<file path="src/rtl/uart_rx.sv">
`default_nettype none
// ============================================================================
// Module      : uart_rx
// Description : 8N1 asynchronous serial receiver. Samples the line at mid-bit
//               using a fixed clocks-per-bit count and presents each correctly
//               framed byte with a one-cycle valid strobe. A low stop bit
//               produces a one-cycle frame_err strobe instead, and the
//               receiver then waits for the line to return high.
// Revision    : 1.0 - initial release
// ============================================================================
module uart_rx #(
  parameter int CLK_PER_BIT = 5208
) (
  input  logic       clk,
  input  logic       rst,
  input  logic       rx,
  output logic [7:0] data_out,
  output logic       data_valid,
  output logic       frame_err,
  output logic       busy
);

  localparam int c_cnt_w = $clog2(CLK_PER_BIT);
  localparam int c_half  = CLK_PER_BIT / 2;

  localparam logic [c_cnt_w-1:0] c_half_m1 = c_cnt_w'(c_half - 1);
  localparam logic [c_cnt_w-1:0] c_last    = c_cnt_w'(CLK_PER_BIT - 1);
  localparam logic [c_cnt_w-1:0] c_cnt_one = c_cnt_w'(1);

  localparam logic [2:0] c_s_idle  = 3'd0;
  localparam logic [2:0] c_s_start = 3'd1;
  localparam logic [2:0] c_s_data  = 3'd2;
  localparam logic [2:0] c_s_stop  = 3'd3;
  localparam logic [2:0] c_s_break = 3'd4;

  logic               rx_meta_q;
  logic               rx_s_q;
  logic [2:0]         state_q,      state_d;
  logic [c_cnt_w-1:0] cnt_q,        cnt_d;
  logic [2:0]         bit_idx_q,    bit_idx_d;
  logic [7:0]         shift_q,      shift_d;
  logic [7:0]         data_out_q,   data_out_d;
  logic               data_valid_q, data_valid_d;
  logic               frame_err_q,  frame_err_d;

  // Two-flop synchronizer for the asynchronous serial line; idles high.
  always_ff @(posedge clk or posedge rst) begin
    if (rst) begin
      rx_meta_q <= 1'b1;
      rx_s_q    <= 1'b1;
    end else begin
      rx_meta_q <= rx;
      rx_s_q    <= rx_meta_q;
    end
  end

  // Frame FSM: start-bit validation at half a bit, then full-bit steps to
  // the centre of each data bit and of the stop bit.
  always_comb begin
    state_d      = state_q;
    cnt_d        = cnt_q;
    bit_idx_d    = bit_idx_q;
    shift_d      = shift_q;
    data_out_d   = data_out_q;
    data_valid_d = 1'b0;
    frame_err_d  = 1'b0;

    case (state_q)
      c_s_idle: begin
        if (!rx_s_q) begin
          state_d = c_s_start;
          cnt_d   = '0;
        end
      end

      c_s_start: begin
        if (cnt_q == c_half_m1) begin
          cnt_d     = '0;
          bit_idx_d = 3'd0;
          // A line already back high at mid-start-bit was only a glitch.
          state_d   = rx_s_q ? c_s_idle : c_s_data;
        end else begin
          cnt_d = cnt_q + c_cnt_one;
        end
      end

      c_s_data: begin
        if (cnt_q == c_last) begin
          cnt_d     = '0;
          shift_d   = {rx_s_q, shift_q[7:1]};
          bit_idx_d = bit_idx_q + 3'd1;
          if (bit_idx_q == 3'd7) begin
            state_d = c_s_stop;
          end
        end else begin
          cnt_d = cnt_q + c_cnt_one;
        end
      end

      c_s_stop: begin
        if (cnt_q == c_last) begin
          cnt_d = '0;
          if (rx_s_q) begin
            // Leaving at mid-stop-bit lets a directly following start bit
            // be caught.
            data_out_d   = shift_q;
            data_valid_d = 1'b1;
            state_d      = c_s_idle;
          end else begin
            frame_err_d = 1'b1;
            state_d     = c_s_break;
          end
        end else begin
          cnt_d = cnt_q + c_cnt_one;
        end
      end

      c_s_break: begin
        // Hold off until the line is released so a stuck-low line is not
        // decoded as a stream of zero bytes.
        if (rx_s_q) begin
          state_d = c_s_idle;
        end
      end

      default: begin
        state_d = c_s_idle;
        cnt_d   = '0;
      end
    endcase
  end

  // Frame state, counters and output registers.
  always_ff @(posedge clk or posedge rst) begin
    if (rst) begin
      state_q      <= c_s_idle;
      cnt_q        <= '0;
      bit_idx_q    <= 3'd0;
      shift_q      <= 8'h00;
      data_out_q   <= 8'h00;
      data_valid_q <= 1'b0;
      frame_err_q  <= 1'b0;
    end else begin
      state_q      <= state_d;
      cnt_q        <= cnt_d;
      bit_idx_q    <= bit_idx_d;
      shift_q      <= shift_d;
      data_out_q   <= data_out_d;
      data_valid_q <= data_valid_d;
      frame_err_q  <= frame_err_d;
    end
  end

  assign data_out   = data_out_q;
  assign data_valid = data_valid_q;
  assign frame_err  = frame_err_q;
  assign busy       = (state_q != c_s_idle);

endmodule
`default_nettype wire

</file>
<file path="config.mk">
export PLATFORM = sky130hd
export DESIGN_NAME = uart_rx
export DESIGN_NICKNAME = d
export VERILOG_FILES = /design/src/rtl/uart_rx.sv
export SDC_FILE = /design/constraint.sdc
export NUM_CORES = 1
export LEC_CHECK = 0
export ABC_AREA = 1
export CAP_MARGIN = 20
export CORE_MARGIN = 2
export CORE_UTILIZATION = 54
export CTS_CLUSTER_DIAMETER = 40
export CTS_CLUSTER_SIZE = 20
export DETAILED_ROUTE_END_ITERATION = 8
export GPL_ROUTABILITY_DRIVEN = 0
export PLACE_DENSITY = 0.72
export SLEW_MARGIN = 20
export SYNTH_ARGS = -nofsm -noshare
export SYNTH_HDL_FRONTEND = slang
export SYNTH_SLANG_ARGS = --single-unit
</file>
<file path="constraint.sdc">
create_clock -name clk -period 2.4 [get_ports clk]
set_clock_uncertainty 0.15 [all_clocks]
set_input_delay 0.48 -clock clk [delete_from_list [all_inputs] [get_ports clk]]
set_output_delay 0.48 -clock clk [all_outputs]
set_load 0.1 [all_outputs]
</file>
; ---- Word level (Yosys, flattened, before mapping)
; Cells that the tools add are included.
[classes]
addsub = 2
eq_ne = 13
muxes = 22
bitwise = 1
n_reduce_logical = 9
[op_table]
columns = cell, count
row1 = 13-bit case mux with 4 select lines, 1
row2 = 13-bit 2-to-1 mux, 3
row3 = 3-bit 2-to-1 mux, 9
row4 = 3-bit case mux with 5 select lines, 1
row5 = 13-bit by 1-bit adder with 13-bit output (second input constant), 1
row6 = 13-bit by 12-bit equality test with 1-bit output (second input constant), 1
row7 = 13-bit equality test (second input constant), 1
row8 = 2-bit inequality test (second input constant), 6
row9 = 3-bit by 2-bit equality test with 1-bit output (second input constant), 2
row10 = 3-bit equality test (second input constant), 2
row11 = 1-bit 2-to-1 mux, 6
row12 = 3-bit case mux with 2 select lines, 1
row13 = 3-bit AND reduction, 2
row14 = 6-bit AND reduction, 1
row15 = 2-bit AND reduction, 2
row16 = 3-bit by 1-bit adder with 3-bit output (second input constant), 1
row17 = 3-bit by 1-bit equality test with 1-bit output (second input constant), 1
row18 = 3-bit zero test, 1
row19 = 3-bit nonzero test, 1
row20 = 2-bit 2-to-1 mux, 1
row21 = 2-bit nonzero test, 1
row22 = 2-bit OR reduction, 1
row23 = 1-bit NOT, 1
[totals]
reg_bits = 39
in_bits = 3
wordCells = 56

; ---- Depth between registers and ports, before layout
; Gate-level depths: netlist of the first run.
[logic_depth]
word_depth = 4
mapped_depth = 9
mapped_depth_nobuf = 9

; ---- Worst setup path after synthesis of the first run
; No wires, ideal clock.
[synth_timing]
path_type = register to output
from = register state_q[1]
to = output busy
arrival_time_ns = 1.135
slack_ns = 0.635
stages_incl_launch_ff = 3
path_buffers = 0
cell_sequence = dfrtp_1 nor2_1 nand2_1
[synth_via]
elab_chain_cells = 1
[synth_lines]
columns = item, line_no
row1 = start: declaration, 38  ; logic [2:0] state_q, state_d;
row2 = start signal: assignment, 136  ; state_q <= c_s_idle;
row3 = start signal: assignment, 144  ; state_q <= state_d;
row4 = 3-bit nonzero test, 157  ; assign busy = (state_q != c_s_idle);
row5 = end: declaration, 20  ; output logic busy
; No other way between the ends.

; ---- Worst setup path after layout of the first run
[layout_timing]
from = register cnt_q[1]
to = register data_out_q[6], in the netlist data_out[6]
[layout_via]
elab_chain_cells = 2
[layout_lines]
columns = item, line_no
row1 = start: declaration, 39  ; logic [c_cnt_w-1:0] cnt_q, cnt_d;
row2 = start signal: assignment, 145  ; cnt_q <= cnt_d;
row3 = 13-bit equality test, 101  ; if (cnt_q == c_last) begin
row4 = 3-bit AND reduction (no source line), --
row5 = end signal: assignment, 148  ; data_out_q <= data_out_d;
row6 = end: declaration, 42  ; logic [7:0] data_out_q, data_out_d;
; No other way between the ends.
; A chain may end at the register's enable or synchronous reset.

==> flow_summary_export.csv, run 1 <==
group,metric,value,unit
detailed_routing,postRouteAntennaNets,0,
clock_tree,cts_buffers,5,
global_route,grt_pass1_vias,1511,
worst_setup_path,critPathBufInv,0,
finish,syn_to_final_growth,13.73,%
hold_path,min_path_type,"flop to flop",
detailed_routing,first_iter_violations,106,
finish,diodes,0,
detailed_routing,num_vias,1689,
hold_path,holdPathStages,0,
detailed_routing,drc,0,
timing,fin_crit_sh,81.25,%
worst_setup_path,r2r_slack,0.45,ns
clock_tree,clockBufferDepth,2,
power_and_ir_drop,power.density,529.9,nW/um^2
timing,relSlewSlack,55.95,%
timing,maxSlewViolCount,0,
floorplanning,die_y,65.50,um
synthesis,ys_seq_area_share,47.92,%
finish,fillers,322,
worst_setup_path,worstRegToRegCells,6,
floorplanning,dieArea,4290,um^2
clock_tree,cts_setup_buffers,0,
worst_setup_path,cp-end-kind,"flop",
finish,drive_gt1_share,13.88,%
worst_setup_path,critical_path_class,"flop to flop",
run,maxCapViolCount,0,
floorplanning,core-area,3661,um^2
timing,setup_viol,0,
worst_setup_path,path_common_cell,"nand2_1",
floorplanning,die_w,65.50,um
placement,dp_hpwl,2959,um
clock_tree,cts_tree,"done",
finish,nNetsFinal,286,
placement,portBuffers,13,
global_route,antenna_found_initial,0,
worst_setup_path,r2r-end,"data_out[6]",
worst_setup_path,max_stage_delay,0.54,ns
synthesis,synthFlopType,"dfrtp_1",
global_route,grt-ovfl-total,0,
clock_tree,clk_pin_slew,0.08,ns
synthesis,syn_area,2042,um^2
clock_tree,cts-root-buf,"clkbuf_8",
timing,tightest_slew,0.6558,ns
finish,instances_no_fill,329,
timing,clock.fmax,512.8,MHz
timing,fin_crit,1.950,ns
clock_tree,h-tree-depth,2,
worst_setup_path,crit_chain,"ha_1, nand4_1, nor4_4, nand2_4, nand2_1, nand2_1",
synthesis,synth_edf_count,0,
status,outcome,"completed",
worst_setup_path,critPathTopFamily,"simple AND/OR/NAND/NOR gates",
worst_setup_path,rr_startpoint,"cnt_q[1]",
detailed_routing,dr.pass1.iters,4,
floorplanning,floorplan.initialDensity,55.78,%
clock_tree,hold_buffers,0,
power_and_ir_drop,p_leak,1.254,nW
timing,hold_violations,0,
synthesis,async_reset_ff_share,100.0,%
clock_tree,ctsResizeCount,0,
clock_tree,clkSinkCount,39,
finish,mostFrequentLayoutCell,"nand2_1",
synthesis,ys_ff_latch,39,
synthesis,yosysWarnings,0,
synthesis,syn_avg_cell_area,7.884,um^2
detailed_routing,vias_per_cell,5.134,
worst_setup_path,slowest_stage,"nor4_4",
synthesis,syn_inst,259,
hold_path,hold_path_end,"rx_s_q",
detailed_routing,finalWirelength,4039,um
hold_path,min_from,"rx_meta_q",
timing,timing.setup.tns,0,ns
floorplanning,ios,14,
global_route,grt_pass1_wl,7010,um
worst_setup_path,cp.arrival,1.99,ns
floorplanning,fp-row-count,22,
detailed_routing,wire_per_inst,12.28,um
timing,rsz0062_at_grt,"no",
worst_setup_path,start_kind,"flop",
global_route,grt_max_degree,40,
power_and_ir_drop,ir_drop,357.7,uV
worst_setup_path,cp.required,2.44,ns
synthesis,ys_types,30,
synthesis,synth_nets,265,
finish,layout_common_cells,"nand2_1 (95), dfrtp_1 (37), nand3_1 (25)",
worst_setup_path,critPathMaxFanout,10,
global_route,grtUsageTotal,21.89,%
clock_tree,clk_latency,0.30,ns
placement,place_inst,321,
[registers in the layout, summed over array words and instances (netlist names)]
| name | flops |
|---|---|
| cnt_q | 13 |
| data_out | 8 |
| shift_q | 8 |
| bit_idx_q | 3 |
| state_q | 3 |
| data_valid | 1 |
| frame_err | 1 |
| rx_meta_q | 1 |
| rx_s_q | 1 |
[worst max-delay path by stage]
stage,startpoint,to,slack [ns],depth (start not counted)
after detailed placement,cnt_q[1],data_out[3],0.44,6
after CTS,cnt_q[1],data_out[6],0.43,6
after floorplan,state_q[1],busy,0.64,2
after global placement,cnt_q[1],data_out[5],0.48,6
after global routing,cnt_q[1],data_out[6],0.28,6
final,cnt_q[1],data_out[6],0.45,6
[synthesized netlist by cell type (all sizes together) (2+ instances only)]
master,number,area [um^2]
o21ai,11,55.05
inv,25,93.84
nor2,23,101.4
buf,3,27.52
ha,3,37.54
nand3b,2,15.01
nand3,25,125.1
dfrtp,37,925.9
dfstp,2,52.55
nand4,5,31.28
nand2,100,397.9
a21oi,2,10.01
nor3,6,35.03
xor2,7,61.31
[logic make-up (layout without fill, tap and decap cells)]
family / Yosys count / after routing / share of synthesized area [%]
buf+inv: 29 / 51 / 6.127
simple gates: 162 / 162 / 35.60
fa+ha+maj: 3 / 3 / 1.838
flops: 39 / 39 / 47.92
xor+xnor: 7 / 7 / 3.003
compound gates: 19 / 19 / 5.515
[through the flow]
stage	instance area (um^2)	utilization (%)	setup slack (ns)	hold slack, ns	power (mW)
after CTS	2322	63.43	0.4272	0.2141	1.243
after global placement	2207	60.29	0.4818	0.1979	0.6929
after global routing	2322	63.43	0.2828	0.2167	1.274
after floorplan	2042	-	0.6353	0.1952	0.6844
after detailed placement	2207	60.29	0.4421	0.1981	0.6932
final	2322	63.43	0.4501	0.2130	1.231
[power by group]
part,switching [mW],internal (mW)
combinational,0.0135,0.00445
sequential,0.00132,0.660
clock,0.239,0.313
total,0.254,0.977
[layout make-up]
class | count | area [um^2] | area share [%]
Sequential cell | 39 | 978.4 | 42.13
Multi-Input combinational cell | 191 | 938.4 | 40.41
Timing Repair Buffer | 17 | 132.6 | 5.711
Inverter | 26 | 97.59 | 4.203
Clock buffer | 5 | 68.82 | 2.963
Tap cell | 48 | 60.06 | 2.586
Clock inverter | 3 | 46.29 | 1.994
[per-layer routing]
metal | GRT usage [%] | wire (um)
met5 | 0 | 0
met3 | 7.021 | 191
met1 | 30.45 | 2000
met4 | 6.250 | 48
met2 | 32.91 | 1799
[worst register-to-register path, delay by kind of cell (launching register included)]
family / cells / cell delay, ns
adder cells (fa/ha/maj): 1 / 0.27
AND/OR/NAND/NOR: 5 / 1.06
flip-flops: 1 / 0.37
(Power assumes the default switching activity.)
==> run 2, diff against run 1 <==
==> constraint.sdc (replaced) <==
create_clock -name clk -period 1.8 [get_ports clk]
set_clock_uncertainty 0.15 [all_clocks]
set_input_delay 0.36 -clock clk [delete_from_list [all_inputs] [get_ports clk]]
set_output_delay 0.36 -clock clk [all_outputs]
set_load 0.1 [all_outputs]
==> run 2 against run 1 <==
  * Routed wire length is 9.7% higher
  * Via count is 3.5% higher
  * Non-clock buffer count is 15 higher
  * Die area stayed put
  * Final area is 14% higher
  * Critical endpoint is now busy
  * Largest power group unchanged
==> flow_summary_export.csv, run 2 (synthesis gave the netlist of run 1 again) <==
group,metric,value,unit
floorplanning,die_w,65.50,um
finish,syn_to_final_growth,29.66,%
worst_setup_path,rr_startpoint,"cnt_q[1]",
timing,setup_viol,0,
detailed_routing,first_iter_violations,142,
floorplanning,core-area,3661,um^2
clock_tree,clockBufferDepth,2,
clock_tree,hold_buffers,0,
placement,place_inst,334,
finish,nNetsFinal,301,
timing,relSlewSlack,80.74,%
worst_setup_path,slowest_stage,"dfrtp_1",
floorplanning,dieArea,4290,um^2
worst_setup_path,start_kind,"flop",
global_route,grtUsageTotal,23.25,%
clock_tree,clk_pin_slew,0.08,ns
power_and_ir_drop,p_total,1.659,mW
detailed_routing,dr.pass1.iters,4,
global_route,antenna_found_initial,0,
timing,clock.fmax,578.0,MHz
timing,tightest_slew,0.2867,ns
global_route,grt_pass1_wl,7445,um
detailed_routing,postRouteAntennaNets,0,
worst_setup_path,max_stage_delay,0.42,ns
clock_tree,clkSinkCount,39,
timing,holdWs,0.2126,ns
timing,maxSlewViolCount,0,
placement,portBuffers,13,
global_route,grt_pass1_vias,1621,
placement,pre_cts_ws,0.03148,ns
floorplanning,die_y,65.50,um
detailed_routing,vias_per_cell,5.081,
worst_setup_path,cp.arrival,1.22,ns
timing,setup_ws,0.06978,ns
timing,timing.setup.tns,0,ns
worst_setup_path,critPathMaxFanout,3,
clock_tree,cts_buffers,5,
global_route,grt-ovfl-total,0,
worst_setup_path,cp.required,1.29,ns
floorplanning,fp-row-count,22,
global_route,grt_max_degree,40,
clock_tree,cts-root-buf,"clkbuf_8",
status,outcome,"completed",
finish,diodes,0,
detailed_routing,wire_per_inst,12.88,um
finish,largest-register,"cnt_q",
floorplanning,floorplan.initialDensity,55.78,%
power_and_ir_drop,p_leak,1.370,nW
worst_setup_path,critical_path_class,"flop to primary output",
finish,largest_register_ffs,13,
worst_setup_path,crit_chain,"nor2_2, buf_4, nand2_1, buf_12",
worst_setup_path,cp-end-kind,"primary output",
detailed_routing,drc,0,
placement,dp_hpwl,3162,um
finish,stdcell_area,2648,um^2
timing,fin_crit_sh,96.12,%
finish,drive_gt1_share,23.31,%
clock_tree,cts_tree,"done",
power_and_ir_drop,ir_drop,480.0,uV
clock_tree,h-tree-depth,2,
detailed_routing,num_vias,1748,
clock_tree,clk_latency,0.30,ns
timing,hold_violations,0,
finish,utilization,72.32,%
detailed_routing,finalWirelength,4431,um
finish,instances_no_fill,344,
finish,layout_common_cells,"nand2_1 (93), dfrtp_1 (34), nand3_1 (24)",
power_and_ir_drop,power.density,626.7,nW/um^2
placement,placed_cell_area,2467,um^2
worst_setup_path,startpoint,"state_q[1]",
run,maxCapViolCount,0,
timing,fin_crit,1.730,ns
hold_path,min_path_type,"flop to flop",
finish,fillers,268,
hold_path,min_from,"rx_meta_q",
finish,mostFrequentLayoutCell,"nand2_1",
floorplanning,ios,14,
-- run 2: where the power goes --
| part | switching, mW | leakage, nW | internal (mW) |
|---|---|---|---|
| Clock | 0.330 | 0.0587 | 0.420 |
| Sequential | 0.00172 | 0.518 | 0.879 |
| Combinational | 0.0192 | 0.793 | 0.00900 |
| Total | 0.351 | 1.37 | 1.31 |
-- run 2: worst max-delay path: cells and delay by family (launching register included) --
family	cells	cell delay, ns
flops	1	0.42
buf+inv	2	0.29
simple gates	2	0.21
-- run 2: routing by layer --
metal	global-route usage [%]	up-vias	routed length, um
met2	33.93	44	2060
li1	-	899	-
met1	32.96	796	2087
met4	9.896	0	73
met3	5.822	9	210
met5	0	-	0
-- run 2: final cells by class --
class / count / area (um^2) / share of cell area (%)
multi-input cells: 191 / 983.4 / 37.15
flip-flops and latches: 39 / 982.2 / 37.10
repair buffers: 32 / 407.9 / 15.41
inverters: 26 / 97.59 / 3.686
clock buffers: 5 / 68.82 / 2.599
well taps: 48 / 60.06 / 2.268
clock inverters: 3 / 47.55 / 1.796
-- run 2: final timing paths --
path / to / slack [ns] / cells after the start
worst min-delay path: rx_s_q / 0.21 / 0
worst max register to register: shift_q[2] / 0.13 / 7
worst max-delay path: busy / 0.07 / 4
min in group asynchronous: shift_q[2] / 0.28 / 3
max in group asynchronous: rx_s_q / 0.98 / 3
worst min register to register: rx_s_q / 0.21 / 0
-- run 2: repair_timing --
action / 4_1_cts / 5_1_grt
setup buffers: 0 / 2
gates resized for setup: 0 / 17
endpoints found under the setup margin: 0 / 25
==> run 3, diff against run 2 <==
--- a/config.mk
+++ b/config.mk
@@ -8,13 +8,12 @@
 export ABC_AREA = 1
 export CAP_MARGIN = 20
 export CORE_MARGIN = 2
-export CORE_UTILIZATION = 54
+export CORE_UTILIZATION = 40
 export CTS_CLUSTER_DIAMETER = 40
 export CTS_CLUSTER_SIZE = 20
 export DETAILED_ROUTE_END_ITERATION = 8
 export GPL_ROUTABILITY_DRIVEN = 0
-export PLACE_DENSITY = 0.72
-export SLEW_MARGIN = 20
+export PLACE_DENSITY = 0.56
 export SYNTH_ARGS = -nofsm -noshare
 export SYNTH_HDL_FRONTEND = slang
 export SYNTH_SLANG_ARGS = --single-unit
==> run 3 against run 2 <==
  * Clock power is 21% lower
  * Die area is 33% higher
  * Final area shrank 1.5%
  * Register-to-register slack hardly changed
  * Combinational power decreased by 6%
  * First-iteration DRC count up 8.5%
  * Cell count is 5.8% higher
  * Hold slack worse by 0.0029 ns
  * Sequential share of layout area rose by 0.52 points
  * Maximum frequency shrank 0.17%
  * Highest routed layer unchanged
==> flow_summary_export.csv, run 3 (synthesis gave the netlist of run 1 again) <==
group,metric,value,unit
timing,relSlewSlack,69.96,%
placement,dp_hpwl,3322,um
status,outcome,"completed",
finish,mostFrequentLayoutCell,"nand2_1",
power_and_ir_drop,power.density,576.8,nW/um^2
placement,portBuffers,13,
global_route,grt_pass1_vias,1599,
clock_tree,clk_pin_slew,0.07,ns
timing,timing.setup.tns,0,ns
timing,setup_viol,0,
worst_setup_path,r2r_slack,0.13,ns
clock_tree,clockBufferDepth,2,
finish,instances_no_fill,364,
timing,maxSlewViolCount,0,
worst_setup_path,cp.arrival,1.22,ns
floorplanning,core-area,5010,um^2
worst_setup_path,startpoint,"state_q[1]",
hold_path,min_path_type,"flop to flop",
detailed_routing,first_iter_violations,154,
detailed_routing,num_vias,1730,
finish,drive_gt1_share,20.75,%
floorplanning,floorplan.initialDensity,40.76,%
timing,clock.fmax,577.0,MHz
power_and_ir_drop,ir_drop,413.8,uV
global_route,grt_pass1_wl,7610,um
timing,fin_crit,1.733,ns
floorplanning,dieArea,5693,um^2
finish,nNetsFinal,299,
finish,largest-register,"cnt_q",
finish,syn_to_final_growth,27.70,%
worst_setup_path,start_kind,"flop",
floorplanning,die_y,75.45,um
global_route,grt_max_degree,27,
finish,largest_register_ffs,13,
floorplanning,fp-row-count,26,
finish,layout_common_cells,"nand2_1 (93), dfrtp_1 (35), nand3_1 (24)",
worst_setup_path,rr_startpoint,"cnt_q[1]",
global_route,grtUsageTotal,18.09,%
worst_setup_path,critPathMaxFanout,3,
detailed_routing,drc,0,
timing,tightest_slew,0.4501,ns
detailed_routing,dr.pass1.iters,4,
clock_tree,ctsResizeCount,0,
global_route,grt-ovfl-total,0,
floorplanning,die_w,75.45,um
timing,fin_crit_sh,96.29,%
finish,diodes,0,
clock_tree,cts-root-buf,"clkbuf_8",
placement,place_inst,356,
worst_setup_path,r2r-end,"data_out[6]",
clock_tree,clk_latency,0.30,ns
power_and_ir_drop,p_leak,1.342,nW
worst_setup_path,worstRegToRegCells,7,
clock_tree,cts_buffers,5,
detailed_routing,vias_per_cell,4.753,
worst_setup_path,critical_path_class,"flop to primary output",
clock_tree,cts_setup_buffers,0,
clock_tree,clkSinkCount,39,
timing,rsz0062_at_grt,"yes",
worst_setup_path,cp-end-kind,"primary output",
clock_tree,h-tree-depth,2,
hold_path,holdPathStages,0,
clock_tree,cts_tree,"done",
worst_setup_path,cp.required,1.29,ns
timing,hold_violations,0,
detailed_routing,wire_per_inst,12.39,um
detailed_routing,postRouteAntennaNets,0,
global_route,antenna_found_initial,0,
detailed_routing,finalWirelength,4510,um
floorplanning,ios,14,
clock_tree,hold_buffers,0,
worst_setup_path,crit_end,"busy",
run,maxCapViolCount,0,
==> run 3: worst max-delay path, cell delays in order (launching register included) <==
cell	delay (ns)
dfrtp_1	0.41
nor2_2	0.14
buf_4	0.13
nand2_1	0.08
buf_12	0.17
==> run 3: how the worst min path moves through the flow <==
| stage | start | to | slack [ns] |
|---|---|---|---|
| 2_1_floorplan | rx_meta_q | rx_s_q | 0.20 |
| 3_5_place_dp | rx_meta_q | rx_s_q | 0.20 |
| 3_3_place_gp | rx_meta_q | rx_s_q | 0.20 |
| 5_1_grt | rx_meta_q | rx_s_q | 0.22 |
| 4_1_cts | rx_meta_q | rx_s_q | 0.21 |
| 6_report | rx_meta_q | rx_s_q | 0.21 |
==> run 3: layout make-up <==
class                      instances  area (um^2)
multi-input combinational        191        975.9
tap                               70        87.58
clock buffer                       6        72.57
sequential                        39        980.9
inverter                          26        97.59
fill                             502         2402
timing repair buffer              30        380.4
clock inverter                     2        12.51
==> run 3: where the power goes <==
group / switching, mW / internal [mW] / total (mW)
sequential: 0.00195 / 0.880 / 0.881
clock: 0.325 / 0.271 / 0.596
combinational: 0.0192 / 0.00739 / 0.0266
total: 0.346 / 1.16 / 1.50
==> run 3: per-stage QoR <==
stage / hold WS (ns) / cell area [um^2] / worst slack [ns] / total power, mW / util, %
floorplan: 0.1952 / 2042 / 0.07327 / 0.9126 / -
global placement: 0.1961 / 2482 / 0.05483 / 0.9268 / 49.55
detailed placement: 0.2007 / 2482 / 0.01529 / 0.9274 / 49.55
CTS: 0.2120 / 2567 / 0.01518 / 1.523 / 51.25
global route: 0.2165 / 2608 / -0.02213 / 1.569 / 52.05
finish: 0.2097 / 2608 / 0.06675 / 1.504 / 52.05
==> run 3: per-layer routing <==
metal,GRT usage (%),up-vias,routed length (um)
li1,-,894,-
met1,26.01,808,2220
met2,26.38,23,2042
met3,5.159,5,174
met4,5.848,0,73
met5,0,-,0
